File: src/rtl/fetch_pkg.sv
// Shared types and constants for the instruction-fetch queue.
package fetch_pkg;

    localparam int         INS_BYTES     = 4;
    localparam logic [6:0] OPCODE_BRANCH = 7'b1100011;

    typedef struct packed {
        logic [63:0] pc;
        logic [31:0] ins;
        logic        is_branch;
    } fetch_entry_t;

    function automatic logic is_branch_op(input logic [6:0] opcode);
        return opcode == OPCODE_BRANCH;
    endfunction

endpackage

File: src/rtl/fetch_fifo.sv
// Synchronous FIFO holding fetched entries; flush empties it in one cycle.
module fetch_fifo #(
    parameter int DEPTH = 4,
    parameter int WIDTH = 96,
    localparam int CW   = $clog2(DEPTH + 1),
    localparam int PW   = $clog2(DEPTH)
) (
    input  logic             clk,
    input  logic             reset,
    input  logic             flush,
    input  logic             push,
    input  logic [WIDTH-1:0] push_data,
    input  logic             pop,
    output logic [WIDTH-1:0] head,
    output logic [CW-1:0]    count
);

    logic [WIDTH-1:0] mem [DEPTH];
    logic [PW-1:0]    wr_ptr;
    logic [PW-1:0]    rd_ptr;
    logic             do_push;
    logic             do_pop;

    assign do_push = push && (count != CW'(DEPTH));
    assign do_pop  = pop && (count != '0);

    always_ff @(posedge clk or posedge reset) begin
        if (reset) begin
            wr_ptr <= '0;
            rd_ptr <= '0;
            count  <= '0;
        end else if (flush) begin
            wr_ptr <= '0;
            rd_ptr <= '0;
            count  <= '0;
        end else begin
            if (do_push) wr_ptr <= wr_ptr + PW'(1);
            if (do_pop)  rd_ptr <= rd_ptr + PW'(1);
            case ({do_push, do_pop})
                2'b10:   count <= count + CW'(1);
                2'b01:   count <= count - CW'(1);
                default: count <= count;
            endcase
        end
    end

    // Storage carries data only, so it is left out of reset.
    always_ff @(posedge clk) begin
        if (do_push && !flush) mem[wr_ptr] <= push_data;
    end

    assign head = mem[rd_ptr];

endmodule

File: src/rtl/inst_fetch_queue.sv
// Decoupled fetch front end: sequential requests, in-order responses, {PC, ins} FIFO.
// Optional macro PREDECODE_EN stores a per-entry conditional-branch hint driving out_branch.
module inst_fetch_queue
    import fetch_pkg::*;
#(
    parameter int          DEPTH    = 4,
    parameter logic [63:0] RESET_PC = 64'd0
) (
    input  logic        clk,
    input  logic        reset,
    input  logic        redirect_valid,
    input  logic [63:0] redirect_pc,
    output logic        imem_req_valid,
    input  logic        imem_req_ready,
    output logic [63:0] imem_req_addr,
    input  logic        imem_rsp_valid,
    input  logic [31:0] imem_rsp_data,
    output logic        out_valid,
    input  logic        out_ready,
    output logic [63:0] out_pc,
    output logic [31:0] out_ins,
    output logic        out_branch
);

    localparam int CW = $clog2(DEPTH + 1);
`ifdef PREDECODE_EN
    localparam int ENTRY_W = 97;
`else
    localparam int ENTRY_W = 96;
`endif

    logic [63:0]        fetch_pc;
    logic [63:0]        rsp_pc;
    logic [CW-1:0]      count;
    logic [CW-1:0]      outstanding;
    logic [CW-1:0]      drop;
    logic [CW:0]        inflight;
    logic               req_fire;
    logic               rsp_take;
    logic               push;
    logic               pop;
    logic [ENTRY_W-1:0] push_data;
    logic [ENTRY_W-1:0] head_bits;
    fetch_entry_t       head;

    // Credit: buffered entries plus in-flight requests never exceed DEPTH.
    assign inflight       = {1'b0, count} + {1'b0, outstanding};
    assign imem_req_valid = !reset && !redirect_valid && (inflight < (CW + 1)'(DEPTH));
    assign imem_req_addr  = fetch_pc;
    assign req_fire       = imem_req_valid && imem_req_ready;

    assign rsp_take  = imem_rsp_valid && (outstanding != '0);
    assign push      = rsp_take && (drop == '0) && !redirect_valid;
    assign out_valid = !reset && (count != '0) && !redirect_valid;
    assign pop       = out_valid && out_ready;

`ifdef PREDECODE_EN
    assign push_data = {rsp_pc, imem_rsp_data, is_branch_op(imem_rsp_data[6:0])};
    assign head      = head_bits;
`else
    assign push_data = {rsp_pc, imem_rsp_data};
    assign head      = {head_bits, 1'b0};
`endif

    assign out_pc     = reset ? 64'd0 : head.pc;
    assign out_ins    = reset ? 32'd0 : head.ins;
    assign out_branch = reset ? 1'b0  : head.is_branch;

    // A redirect turns every response still in flight into one to be dropped.
    always_ff @(posedge clk or posedge reset) begin
        if (reset) begin
            fetch_pc    <= RESET_PC;
            rsp_pc      <= RESET_PC;
            outstanding <= '0;
            drop        <= '0;
        end else if (redirect_valid) begin
            fetch_pc    <= redirect_pc;
            rsp_pc      <= redirect_pc;
            outstanding <= outstanding - CW'(rsp_take);
            drop        <= outstanding - CW'(rsp_take);
        end else begin
            if (req_fire) fetch_pc <= fetch_pc + 64'(INS_BYTES);
            if (push)     rsp_pc   <= rsp_pc + 64'(INS_BYTES);
            case ({req_fire, rsp_take})
                2'b10:   outstanding <= outstanding + CW'(1);
                2'b01:   outstanding <= outstanding - CW'(1);
                default: outstanding <= outstanding;
            endcase
            if (rsp_take && (drop != '0)) drop <= drop - CW'(1);
        end
    end

    fetch_fifo #(
        .DEPTH (DEPTH),
        .WIDTH (ENTRY_W)
    ) u_fifo (
        .clk       (clk),
        .reset     (reset),
        .flush     (redirect_valid),
        .push      (push),
        .push_data (push_data),
        .pop       (pop),
        .head      (head_bits),
        .count     (count)
    );

endmodule

File: config.mk
export PLATFORM = sky130hd
export DESIGN_NAME = inst_fetch_queue
export DESIGN_NICKNAME = d
export VERILOG_FILES = /design/src/rtl/fetch_pkg.sv /design/src/rtl/fetch_fifo.sv /design/src/rtl/inst_fetch_queue.sv
export SDC_FILE = /design/constraint.sdc
export NUM_CORES = 1
export LEC_CHECK = 0
export CAP_MARGIN = 0
export CORE_AREA = 2 2 245 175
export DETAILED_ROUTE_END_ITERATION = 7
export DIE_AREA = 0 0 247 177
export GPL_TIMING_DRIVEN = 1
export PLACE_DENSITY = 0.77
export SLEW_MARGIN = 10
export SYNTH_ARGS = -nofsm -noshare
export SYNTH_HDL_FRONTEND = slang
export SYNTH_SLANG_ARGS = --single-unit
File: constraint.sdc
create_clock -name clk -period 8.7 [get_ports clk]
set_clock_uncertainty 0.15 [all_clocks]
set_input_delay 1.74 -clock clk [delete_from_list [all_inputs] [get_ports clk]]
set_output_delay 1.74 -clock clk [all_outputs]
set_load 0.02 [all_outputs]
# Word-level counts from Yosys, hierarchy flattened
# Memory sizes are Yosys's and may differ from the RTL's.
# Index checks and enable logic that the tools add are counted.
[word_totals]
ramBits = 384
wordCells = 69
memories = 1
output_inout_bits = 163
inputBits = 102
reg_bits = 141
[op_classes]
add_sub_neg = 11
reduce_logical = 26
n_eq_ne = 5
n_mux = 18
magnitude_cmp = 1
[memory_table]
columns = ["memory", "depth", "word_bits", "read_ports", "rd_clocked_by_memory_dff", "wr", "line_no", "source"]
rows = [
  ["u_fifo.mem", 4, 96, 1, 0, 1, "fetch_fifo.sv:18", "logic [WIDTH-1:0] mem [DEPTH];"],
]
[op_table]
columns = ["cell", "n"]
rows = [
  ["$mux 64", 5],
  ["$add 64x3->64 const B", 2],
  ["$mux 32", 1],
  ["$reduce_bool 3->1", 5],
  ["$logic_and 1x1->1", 13],
  ["$mux 3", 4],
  ["$pmux 3 s2", 2],
  ["$reduce_bool 2->1", 5],
  ["$sub 3x1->3 const B", 3],
  ["$mux 2", 4],
  ["$add 3x1->3 const B", 2],
  ["$add 2x1->2 const B", 2],
  ["$add 3x3->4", 1],
  ["$eq 2x1->1 const B", 2],
  ["$eq 2x2->1 const B", 2],
  ["$lt 4x3->1 const B", 1],
  ["$logic_not 3->1", 1],
  ["$ne 3x3->1 const B", 1],
  ["$sub 3x1->3", 1],
  ["$logic_not 1->1", 2],
  ["$mux 1", 2],
]

# Longest topological paths before layout
# Gate-level depths: netlist of the first run.
[depth]
ltp_word = 8
ltp_mapped = 10
mapped_depth_nobuf = 9

# Modules after synthesis
# A second synthesis of the first run with hierarchy kept.
[unflattened]
cells_unflattened = 1542
hier_area_um2 = 22751.8
[by_module_without_submodules]
columns = ["module", "cells_per_inst", "area_each_um2", "seq_area_each_um2", "instances"]
rows = [
  ["fetch_fifo", 566, 14391.3, 11706.2, 1],
  ["inst_fetch_queue", 976, 8360.5, 3353.2, 1],
]

# Worst setup path before layout of the first run
# No wires, ideal clock.
[synth_timing]
path_kind = "input to output"
from = "in reset"
to = "out out_ins[22]"
t_arrival_ns = 6.686
setup_slack_ns = 0.124
required_ns = 6.810
stages = 3
path_buffers = 1
cell_sequence = "inv_1 clkbuf_1 and2_1"
[synth_via]
elab_chain_cells = 1
[synth_lines]
columns = ["item", "line_no", "source"]
rows = [
  ["start, declared", "inst_fetch_queue.sv:10", "input logic reset,"],
  ["$mux 32", "inst_fetch_queue.sv:66", "assign out_ins = reset ? 32'd0 : head.ins;"],
  ["end, declared", "inst_fetch_queue.sv:21", "output logic [31:0] out_ins,"],
]
# No other way between the ends.

# Final worst setup path of the first run
[layout_timing]
from = "in reset"
to = "out out_pc[41]"
[layout_via]
elab_chain_cells = 1
[layout_lines]
columns = ["item", "line_no", "source"]
rows = [
  ["$mux 64", "inst_fetch_queue.sv:65", "assign out_pc = reset ? 64'd0 : head.pc;"],
  ["end, declared", "inst_fetch_queue.sv:20", "output logic [63:0] out_pc,"],
]
# No other way between the ends.

==> results of run 1 <==
-- per-layer routing --
| layer | vias to the layer above | part of all wire, % |
|---|---|---|
| li1 | 6727 | - |
| met1 | 7661 | 42 |
| met2 | 774 | 45 |
| met3 | 128 | 9.5 |
| met4 | 0 | 3.4 |
| met5 | - | 0 |
-- state kept, by name, summed over array words and instances, names as in the netlist --
| register | flops |
|---|---|
| outstanding | 3 |
| u_fifo.wr_ptr | 2 |
| u_fifo.mem | 384 |
| imem_req_addr | 64 |
| u_fifo.count | 3 |
| drop | 3 |
| rsp_pc | 64 |
| u_fifo.rd_ptr | 2 |
-- worst max-delay path: cells and delay by family --
kind / cells / cell delay (ps)
buffers and inverters: 3 / 1780
and+or+nand+nor: 1 / 250
-- per-stage QoR --
stage | setup WS, ps | area (um^2) | hold slack [ps]
2_1_floorplan | 123.5 | 22900 | 326.0
4_1_cts | 2931 | 27790 | 384.4
3_3_place_gp | 3014 | 26120 | 337.5
5_1_grt | 2801 | 27790 | 411.3
3_5_place_dp | 2943 | 26120 | 361.9
6_report | 2965 | 27790 | 383.7
-- power breakdown --
group	internal, mW	switching, mW	total, mW	leakage, nW
clock	1.30	0.925	2.23	0.806
combinational	0.371	0.435	0.806	3.26
sequential	2.85	0.173	3.02	5.15
total	4.52	1.53	6.05	9.23
-- area by class of cell --
class                           instances  area [um^2]  area share, %
Clock inverter                         28        317.8          1.144
Antenna cell                            2        5.005        0.01801
Inverter                               28        112.6         0.4052
Clock buffer                           63         1349          4.853
Multi-Input combinational cell        956         7447          26.80
Sequential cell                       525        15070          54.21
Tap cell                              552        690.7          2.485
Timing Repair Buffer                  286         2803          10.08
-- synth_stat cells, drive strengths merged, types with 23 or more instances --
master | count | share of area (%)
o211ai | 50 | 1.6
mux4 | 96 | 9.4
or3 | 26 | 0.71
nor2 | 57 | 0.93
dfrtp | 141 | 15
nand2 | 112 | 1.8
inv | 28 | 0.46
xor2 | 24 | 0.92
nand3 | 101 | 2.2
nand4 | 58 | 1.6
clkbuf | 67 | 1.1
a31oi | 26 | 0.71
or4 | 35 | 1.2
edfxtp | 384 | 50
and2 | 115 | 3.1
o21ai | 60 | 1.3
o311ai | 23 | 0.88
-- kinds of logic (layout without fill, tap and decap cells) --
logic type,after synthesis,in the layout
AND/OR/NAND/NOR,583,583
flip-flops,525,525
AO/OA/AOI/OAI,203,203
multiplexers,110,110
buffers and inverters,110,405
XOR/XNOR,45,45
adder cells (fa/ha/maj),14,14
other,1,3
-- worst paths after layout --
check	startpoint	end	slack, ps	cells after the start
min in group asynchronous	reset	drop[1]	1660	2
max in group asynchronous	reset	imem_req_addr[26]	5570	3
setup reg to reg	u_fifo.count[2]	imem_req_addr[41]	5110	7
hold reg to reg	imem_req_addr[1]	imem_req_addr[1]	380	2
setup / recovery	reset	out_pc[41]	2960	4
hold / removal	imem_req_addr[1]	imem_req_addr[1]	380	2
==> flow_metrics.env, run 1 <==
export IMPL_outcome="complete, no violations"
export IMPL_dieArea_um2=43720
export IMPL_fin_util_pct=66.90
export IMPL_grt_pass1_wl_um=89650
export IMPL_fmax_ghz=0.1744
export IMPL_clk_path_buf_depth=3
export IMPL_viasPerCell=6.266
export IMPL_worst_pin_slew_ps=1219
export IMPL_synth_cell_types=53
export IMPL_antenna_found_initial=2
export IMPL_yosysSeqAreaShare_pct=65.76
export IMPL_syn_to_final_growth_pct=21.35
export IMPL_ant_nets=0
export IMPL_period_share_pct=65.92
export IMPL_clkTransAtPathRegs_ps=60
export IMPL_drt_pass1_iterations=5
export IMPL_final_common_cell="edfxtp_1"
export IMPL_synth_avg_cell_area_um2=14.39
export IMPL_busiest_layer="met2"
export IMPL_synthSimpleGateAreaFrac_pct=13.88
export IMPL_clock_sinks=525
export IMPL_cts_root_buf="clkbuf_16"
export IMPL_fin_crit_ps=5735
export IMPL_syn_area_um2=22900
export IMPL_drv_cap=0
export IMPL_htree_levels=2
export IMPL_dieHeight_um=177
export IMPL_fin_tns_setup_ps=0
export IMPL_core_area_um2=41540
export IMPL_cts_setup_buffers=0
export IMPL_slew_headroom_pct=18.10
export IMPL_mappedNetlistNets=1707
export IMPL_layout_common_cells="edfxtp_1, clkdlybuf4s50_1, dfrtp_1, nand2_1, and2_1"
export IMPL_cts_tree="built"
export IMPL_slowest_stage="inv_8"
export IMPL_vias=15290
export IMPL_grtUsageTotal_pct=27.18
export IMPL_die_w_um=247
export IMPL_path_class="primary input to output pin"
export IMPL_start_util_pct=55.13
export IMPL_cp_max_fo=154
export IMPL_place_inst=2347
export IMPL_crit_top_cell="clkdlybuf4s50_1"
export IMPL_cts_made_buffers=49
export IMPL_endpoint_kind="output pin"
export IMPL_drive_above_1_share_pct=12.30
export IMPL_async_flop_share_pct=26.86
export IMPL_ctsHoldBuffers=0
export IMPL_fillers=2860
export IMPL_setup_violations=0
export IMPL_crit_chain="clkdlybuf4s50_1 > inv_8 > and2_1 > clkdlybuf4s50_1"
export IMPL_met2_usage_pct=40.55
export IMPL_synth_mux_area_share_pct=10.10
export IMPL_rows=63
export IMPL_grt_max_degree=155
export IMPL_wl_um=58790
export IMPL_synth_top_family_by_area="simple AND/OR/NAND/NOR gates"
export IMPL_power_density_nw_per_um2=217.8
export IMPL_drv_slew=0
export IMPL_met1_usage_pct=39.70
export IMPL_grt_pass1_vias=14890
export IMPL_synth_compound_area_share_pct=5.862
export IMPL_synth_fa_ha_area_share_pct=0.8304
export IMPL_slowest_delay_ps=640
export IMPL_drc=0
export IMPL_cellLeakagePower_nw=9.225
export IMPL_syn_instance_count=1591
export IMPL_cp_data_arrival_time_ps=3850
export IMPL_drt_wirelength_per_cell_um=24.10
export IMPL_grt_remaining_overflow=0
export IMPL_synth_edf_count=384
export IMPL_place_congestion=0.9122
export IMPL_cts_resized=0
export IMPL_dp_hpwl_um=38130
export IMPL_num_nets_final=1962
export IMPL_synth_seq_cells=525
export IMPL_rsz0062_at_grt="false"
export IMPL_layout_cells_non_filler=2440
export IMPL_grtUsageMet3_pct=6.292
export IMPL_portBuffers=263
export IMPL_synth_warnings=0
export IMPL_clk_latency_ps=570
export IMPL_finalHoldViolations=0
export IMPL_ios=265
export IMPL_required_ps=6810
export IMPL_synth_main_ff_cell="edfxtp_1"
export IMPL_synth_xor_area_share_pct=1.721
export IMPL_min_path_type="flop to flop"
export IMPL_p_total_mw=6.053
export IMPL_drtIter0Drc=1678
export IMPL_ir_drop_mv=0.1486
export IMPL_worst_setup_path_start_kind="primary input"
Note: power is estimated with default switching activity, not from simulation.
==> inputs of run 2 (changes only) <==
==> constraint.sdc (replaced) <==
create_clock -name clk -period 5.6 [get_ports clk]
set_clock_uncertainty 0.15 [all_clocks]
set_input_delay 1.12 -clock clk [delete_from_list [all_inputs] [get_ports clk]]
set_output_delay 1.12 -clock clk [all_outputs]
set_load 0.02 [all_outputs]
==> flow_metrics.env, run 2 (synthesized netlist as in run 1, its figures left out) <==
export IMPL_outcome="complete, no violations"
export IMPL_drt_pass1_iterations=5
export IMPL_rsz0062_at_grt="false"
export IMPL_place_congestion=0.8781
export IMPL_regMostFlops="u_fifo.mem"
export IMPL_die_w_um=247
export IMPL_grt_remaining_overflow=0
export IMPL_met2_usage_pct=41.51
export IMPL_antenna_found_initial=1
export IMPL_ctsHoldBuffers=0
export IMPL_drt_wirelength_per_cell_um=24.27
export IMPL_cellLeakagePower_nw=9.275
export IMPL_grtUsageMet3_pct=5.761
export IMPL_min_path_type="flop to flop"
export IMPL_largest_reg_flops=384
export IMPL_endpoint_kind="output pin"
export IMPL_busiest_layer="met2"
export IMPL_required_ps=4330
export IMPL_core_area_um2=41540
export IMPL_clk_path_buf_depth=3
export IMPL_portBuffers=263
export IMPL_cts_made_buffers=50
export IMPL_cts_root_buf="clkbuf_16"
export IMPL_path_delay_family="flip-flops"
export IMPL_worst_pin_slew_ps=988.3
export IMPL_vias=15590
export IMPL_drc=0
export IMPL_grt_max_degree=110
export IMPL_seq_power_share_pct=50.6
export IMPL_final_common_cell="edfxtp_1"
export IMPL_fillers=2836
export IMPL_swShare_pct=26.12
export IMPL_layout_common_cells="edfxtp_1, clkdlybuf4s50_1, dfrtp_1, nand2_1, and2_1"
export IMPL_p_comb_share_pct=13.8
export IMPL_setup_violations=0
export IMPL_ios=265
export IMPL_start_util_pct=55.13
export IMPL_clk_latency_ps=570
export IMPL_dp_hpwl_um=39070
export IMPL_met1_usage_pct=40.84
export IMPL_slowest_stage="dfrtp_4"
export IMPL_wl_um=59570
export IMPL_viasPerCell=6.352
export IMPL_clock_sinks=525
export IMPL_crit_chain="buf_12 > mux4_2 > and2_1 > clkdlybuf4s50_1"
export IMPL_grt_pass1_vias=14920
export IMPL_fin_tns_setup_ps=0
export IMPL_drv_slew=0
export IMPL_htree_levels=2
export IMPL_p_clk_share_pct=35.6
export IMPL_clkTransAtPathRegs_ps=60
export IMPL_place_inst=2359
export IMPL_intPower_mw=6.846
export IMPL_rows=63
export IMPL_worst_setup_path_start_kind="flop"
export IMPL_ir_drop_mv=0.2430
export IMPL_num_nets_final=1975
export IMPL_slowest_delay_ps=1000
export IMPL_layout_cells_non_filler=2454
export IMPL_drtIter0Drc=1906
export IMPL_drive_above_1_share_pct=12.84
export IMPL_cts_tree="built"
export IMPL_period_share_pct=78.22
export IMPL_dieHeight_um=177
export IMPL_dieArea_um2=43720
export IMPL_cp_data_arrival_time_ps=3110
export IMPL_fmax_ghz=0.2283
export IMPL_finalHoldViolations=0
export IMPL_power_density_nw_per_um2=332.3
export IMPL_cts_resized=0
export IMPL_cp_max_fo=54
export IMPL_path_buf_inv=2
export IMPL_fin_crit_ps=4380
export IMPL_cts_setup_buffers=0
export IMPL_grtUsageTotal_pct=27.50
export IMPL_drv_cap=0
export IMPL_p_switching_mw=2.421
export IMPL_path_class="flop to output pin"
export IMPL_slew_headroom_pct=33.18
export IMPL_syn_to_final_growth_pct=21.75
export IMPL_grt_pass1_wl_um=90540
export IMPL_ant_nets=0
## run 2: cell types whose count changed in the layout (fill, tap and decap cells not counted), moves of 4 or more
cell	delta
buf_12	+7
bufinv_16	-4
clkinv_2	+5
clkbuf_1	+4
buf_4	+5
clkbuf_8	-4
## run 2: power groups by stage
stage	Combinational [mW]	Clock [mW]	Sequential, mW
floorplan	0.672	0	4.74
global placement	1.24	0	4.74
detailed placement	1.27	0	4.76
CTS	1.28	3.34	4.68
global route	1.38	3.49	4.72
finish	1.28	3.30	4.69
## run 2: final timing paths
check,from,end,slack (ps),depth (start not counted)
max reg2reg,imem_req_addr[4],imem_req_addr[57],2350,5
max,u_fifo.rd_ptr[1],out_pc[9],1220,4
min,rsp_pc[1],u_fifo.mem[2][33],370,0
min in group asynchronous,reset,rsp_pc[2],930,2
min reg2reg,rsp_pc[1],u_fifo.mem[2][33],370,0
max in group asynchronous,reset,rsp_pc[47],3100,3
## run 2: cell type report
cell class | instances | area [um^2] | share of cell area (%)
Multi-Input combinational cell | 956 | 7447 | 26.71
Sequential cell | 525 | 15070 | 54.03
Antenna cell | 1 | 2.502 | 0.008974
Inverter | 28 | 112.6 | 0.4038
Clock buffer | 64 | 1334 | 4.783
Clock inverter | 30 | 250.2 | 0.8974
Timing Repair Buffer | 298 | 2980 | 10.69
Tap cell | 552 | 690.7 | 2.477
## run 2: metal layers
metal | share of wire, % | vias up
met5 | 0 | -
met1 | 41 | 7888
met2 | 46 | 833
li1 | - | 6755
met3 | 9.8 | 111
met4 | 2.6 | 0
## run 2: worst register-to-register path, cell delays in order (launching register included)
cell      delay [ps]
dfrtp_1          440
nand3_1          270
or4_1            700
nor4b_1          910
nand4_1          250
o311ai_0         420
## run 2: stage by stage
stage                     hold WS [ps]  setup slack (ps)  util (%)  power, mW  instance area (um^2)
after floorplan                  326.0             399.6         -      5.412                 22900
after global placement           336.8              1314     63.31      5.975                 26300
after detailed placement         353.6              1283     63.31      6.027                 26300
after CTS                        364.9              1138     67.12      9.305                 27880
after global routing             378.2              1079     67.12      9.592                 27880
final                            366.6              1220     67.12      9.266                 27880
==> inputs of run 3 (changes only) <==
--- a/config.mk
+++ b/config.mk
@@ -6,11 +6,11 @@
 export NUM_CORES = 1
 export LEC_CHECK = 0
 export CAP_MARGIN = 0
-export CORE_AREA = 2 2 245 175
+export CORE_AREA = 2 2 257 183
 export DETAILED_ROUTE_END_ITERATION = 7
-export DIE_AREA = 0 0 247 177
+export DIE_AREA = 0 0 259 185
 export GPL_TIMING_DRIVEN = 1
-export PLACE_DENSITY = 0.77
+export PLACE_DENSITY = 0.74
 export SLEW_MARGIN = 10
 export SYNTH_ARGS = -nofsm -noshare
 export SYNTH_HDL_FRONTEND = slang
==> constraint.sdc (replaced) <==
create_clock -name clk -period 3.9 [get_ports clk]
set_clock_uncertainty 0.15 [all_clocks]
set_input_delay 0.78 -clock clk [delete_from_list [all_inputs] [get_ports clk]]
set_output_delay 0.78 -clock clk [all_outputs]
set_load 0.02 [all_outputs]
==> flow_metrics.env, run 3 (synthesized netlist as in run 1, its figures left out) <==
export IMPL_grt_pass1_wl_um=91340
export IMPL_worst_slack_ps=167.7
export IMPL_cts_tree="built"
export IMPL_place_ws_ps=258.2
export IMPL_final_common_cell="edfxtp_1"
export IMPL_vias=15500
export IMPL_clock_sinks=525
export IMPL_slowest_delay_ps=570
export IMPL_dieHeight_um=185
export IMPL_start_util_pct=50.15
export IMPL_cellLeakagePower_nw=9.529
export IMPL_drv_slew=0
export IMPL_fin_tns_setup_ps=0
export IMPL_cts_root_buf="clkbuf_16"
export IMPL_grt_max_degree=68
export IMPL_path_class="flop to output pin"
export IMPL_rows=66
export IMPL_ios=265
export IMPL_drt_wirelength_per_cell_um=23.58
export IMPL_core_area_um2=45670
export IMPL_dp_hpwl_um=40660
export IMPL_hold_path_end="u_fifo.mem[3][33]"
export IMPL_dieArea_um2=47920
export IMPL_fin_crit_ps=3732
export IMPL_diodes=0
export IMPL_place_congestion=0.9007
export IMPL_grt_remaining_overflow=0
export IMPL_endpoint_kind="output pin"
export IMPL_path_buf_inv=2
export IMPL_slowest_stage="dfrtp_4"
export IMPL_hold_path_depth=0
export IMPL_wl_um=60020
export IMPL_drc=0
export IMPL_startpoint="u_fifo.rd_ptr[0]"
export IMPL_ant_nets=0
export IMPL_worst_setup_path_start_kind="flop"
export IMPL_period_share_pct=95.70
export IMPL_num_nets_final=2008
export IMPL_power_density_nw_per_um2=476.8
export IMPL_grtUsageTotal_pct=25.17
export IMPL_clkTransAtPathRegs_ps=60
export IMPL_antenna_found_initial=1
export IMPL_finalHoldViolations=0
export IMPL_r2r_slack_ps=620
export IMPL_crit_chain="buf_12 > mux4_2 > and2_1 > clkdlybuf4s50_1"
export IMPL_required_ps=2970
export IMPL_outcome="complete, no violations"
export IMPL_min_path_type="flop to flop"
export IMPL_ir_drop_mv=0.2684
export IMPL_clk_latency_ps=580
export IMPL_hold_start="rsp_pc[1]"
export IMPL_clk_path_buf_depth=3
export IMPL_syn_to_final_growth_pct=24.14
export IMPL_regMostFlops="u_fifo.mem"
export IMPL_drtIter0Drc=1799
export IMPL_largest_reg_flops=384
export IMPL_drv_cap=0
export IMPL_fmax_ghz=0.2679
export IMPL_drt_pass1_iterations=6
export IMPL_cp_max_fo=33
export IMPL_portBuffers=263
export IMPL_drive_above_1_share_pct=14.43
export IMPL_cp_data_arrival_time_ps=2800
export IMPL_setup_violations=0
export IMPL_r2r_end="imem_req_addr[51]"
export IMPL_path_delay_family="buffers and inverters"
export IMPL_rr_worst_depth=5
export IMPL_layout_common_cells="edfxtp_1, clkdlybuf4s50_1, dfrtp_1, nand2_1, and2_1"
export IMPL_ctsHoldBuffers=0
export IMPL_r2r_start="imem_req_addr[4]"
export IMPL_cts_made_buffers=51
export IMPL_grt_pass1_vias=14990
export IMPL_worst_pin_slew_ps=1007
export IMPL_viasPerCell=6.090
export IMPL_htree_levels=2
export IMPL_slew_headroom_pct=32.34
export IMPL_die_w_um=259
export IMPL_rsz0062_at_grt="false"
-- run 3: worst max path at each step --
stage          cells past startpoint          endpoint
2_1_floorplan                      5  u_fifo.mem[0][0]
3_3_place_gp                       5        out_ins[5]
3_5_place_dp                       5       out_ins[12]
4_1_cts                            4        out_pc[36]
5_1_grt                            4         out_pc[8]
6_report                           4         out_pc[8]
-- run 3: layout make-up --
class	count	area, um^2
multi-input combinational	956	7447
inverter	28	112.6
sequential	525	15070
tap	612	765.7
clock buffer	68	1423
timing repair buffer	330	3362
fill	3367	17240
clock inverter	26	252.7
-- run 3: worst reg2reg max path: stages, from the launching register on --
cell,delay [ps]
dfrtp_1,430
nand3_1,250
nor4_2,920
nand4_1,680
or4_1,680
nand3_1,100
-- run 3: what timing repair did --
item,CTS,global route
cloned,0,0
endpoints found under the setup margin,11,39
setup buffers,0,11
gates resized for setup,1,0
-- run 3: layer usage --
metal | up-vias | part of all wire [%] | track usage, % | wire, um
met1 | 7850 | 42 | 36.14 | 25380
li1 | 6841 | - | - | -
met2 | 715 | 47 | 38.89 | 27960
met3 | 90 | 9.1 | 6.199 | 5469
met4 | 2 | 2.0 | 6.220 | 1197
met5 | - | 0.022 | 0 | 13
-- run 3: power by group --
part	total [mW]	switching, mW	internal, mW
sequential	6.71	0.362	6.35
clock	4.95	2.06	2.89
combinational	1.89	1.02	0.878
-- run 3: stage by stage --
| stage | cells | instance area, um^2 | util (%) | hold WS, ps | power (mW) |
|---|---|---|---|---|---|
| finish | 2545 | 28430 | 62.26 | 372.3 | 13.56 |
| global route | 2545 | 28430 | 62.26 | 393.3 | 14.05 |
| CTS | 2534 | 28350 | 62.07 | 371.7 | 13.62 |
| detailed placement | 2440 | 26670 | 58.40 | 357.0 | 8.693 |
| global placement | 2440 | 26670 | 58.40 | 338.1 | 8.618 |
| floorplan | 1591 | 22910 | - | 326.0 | 7.765 |
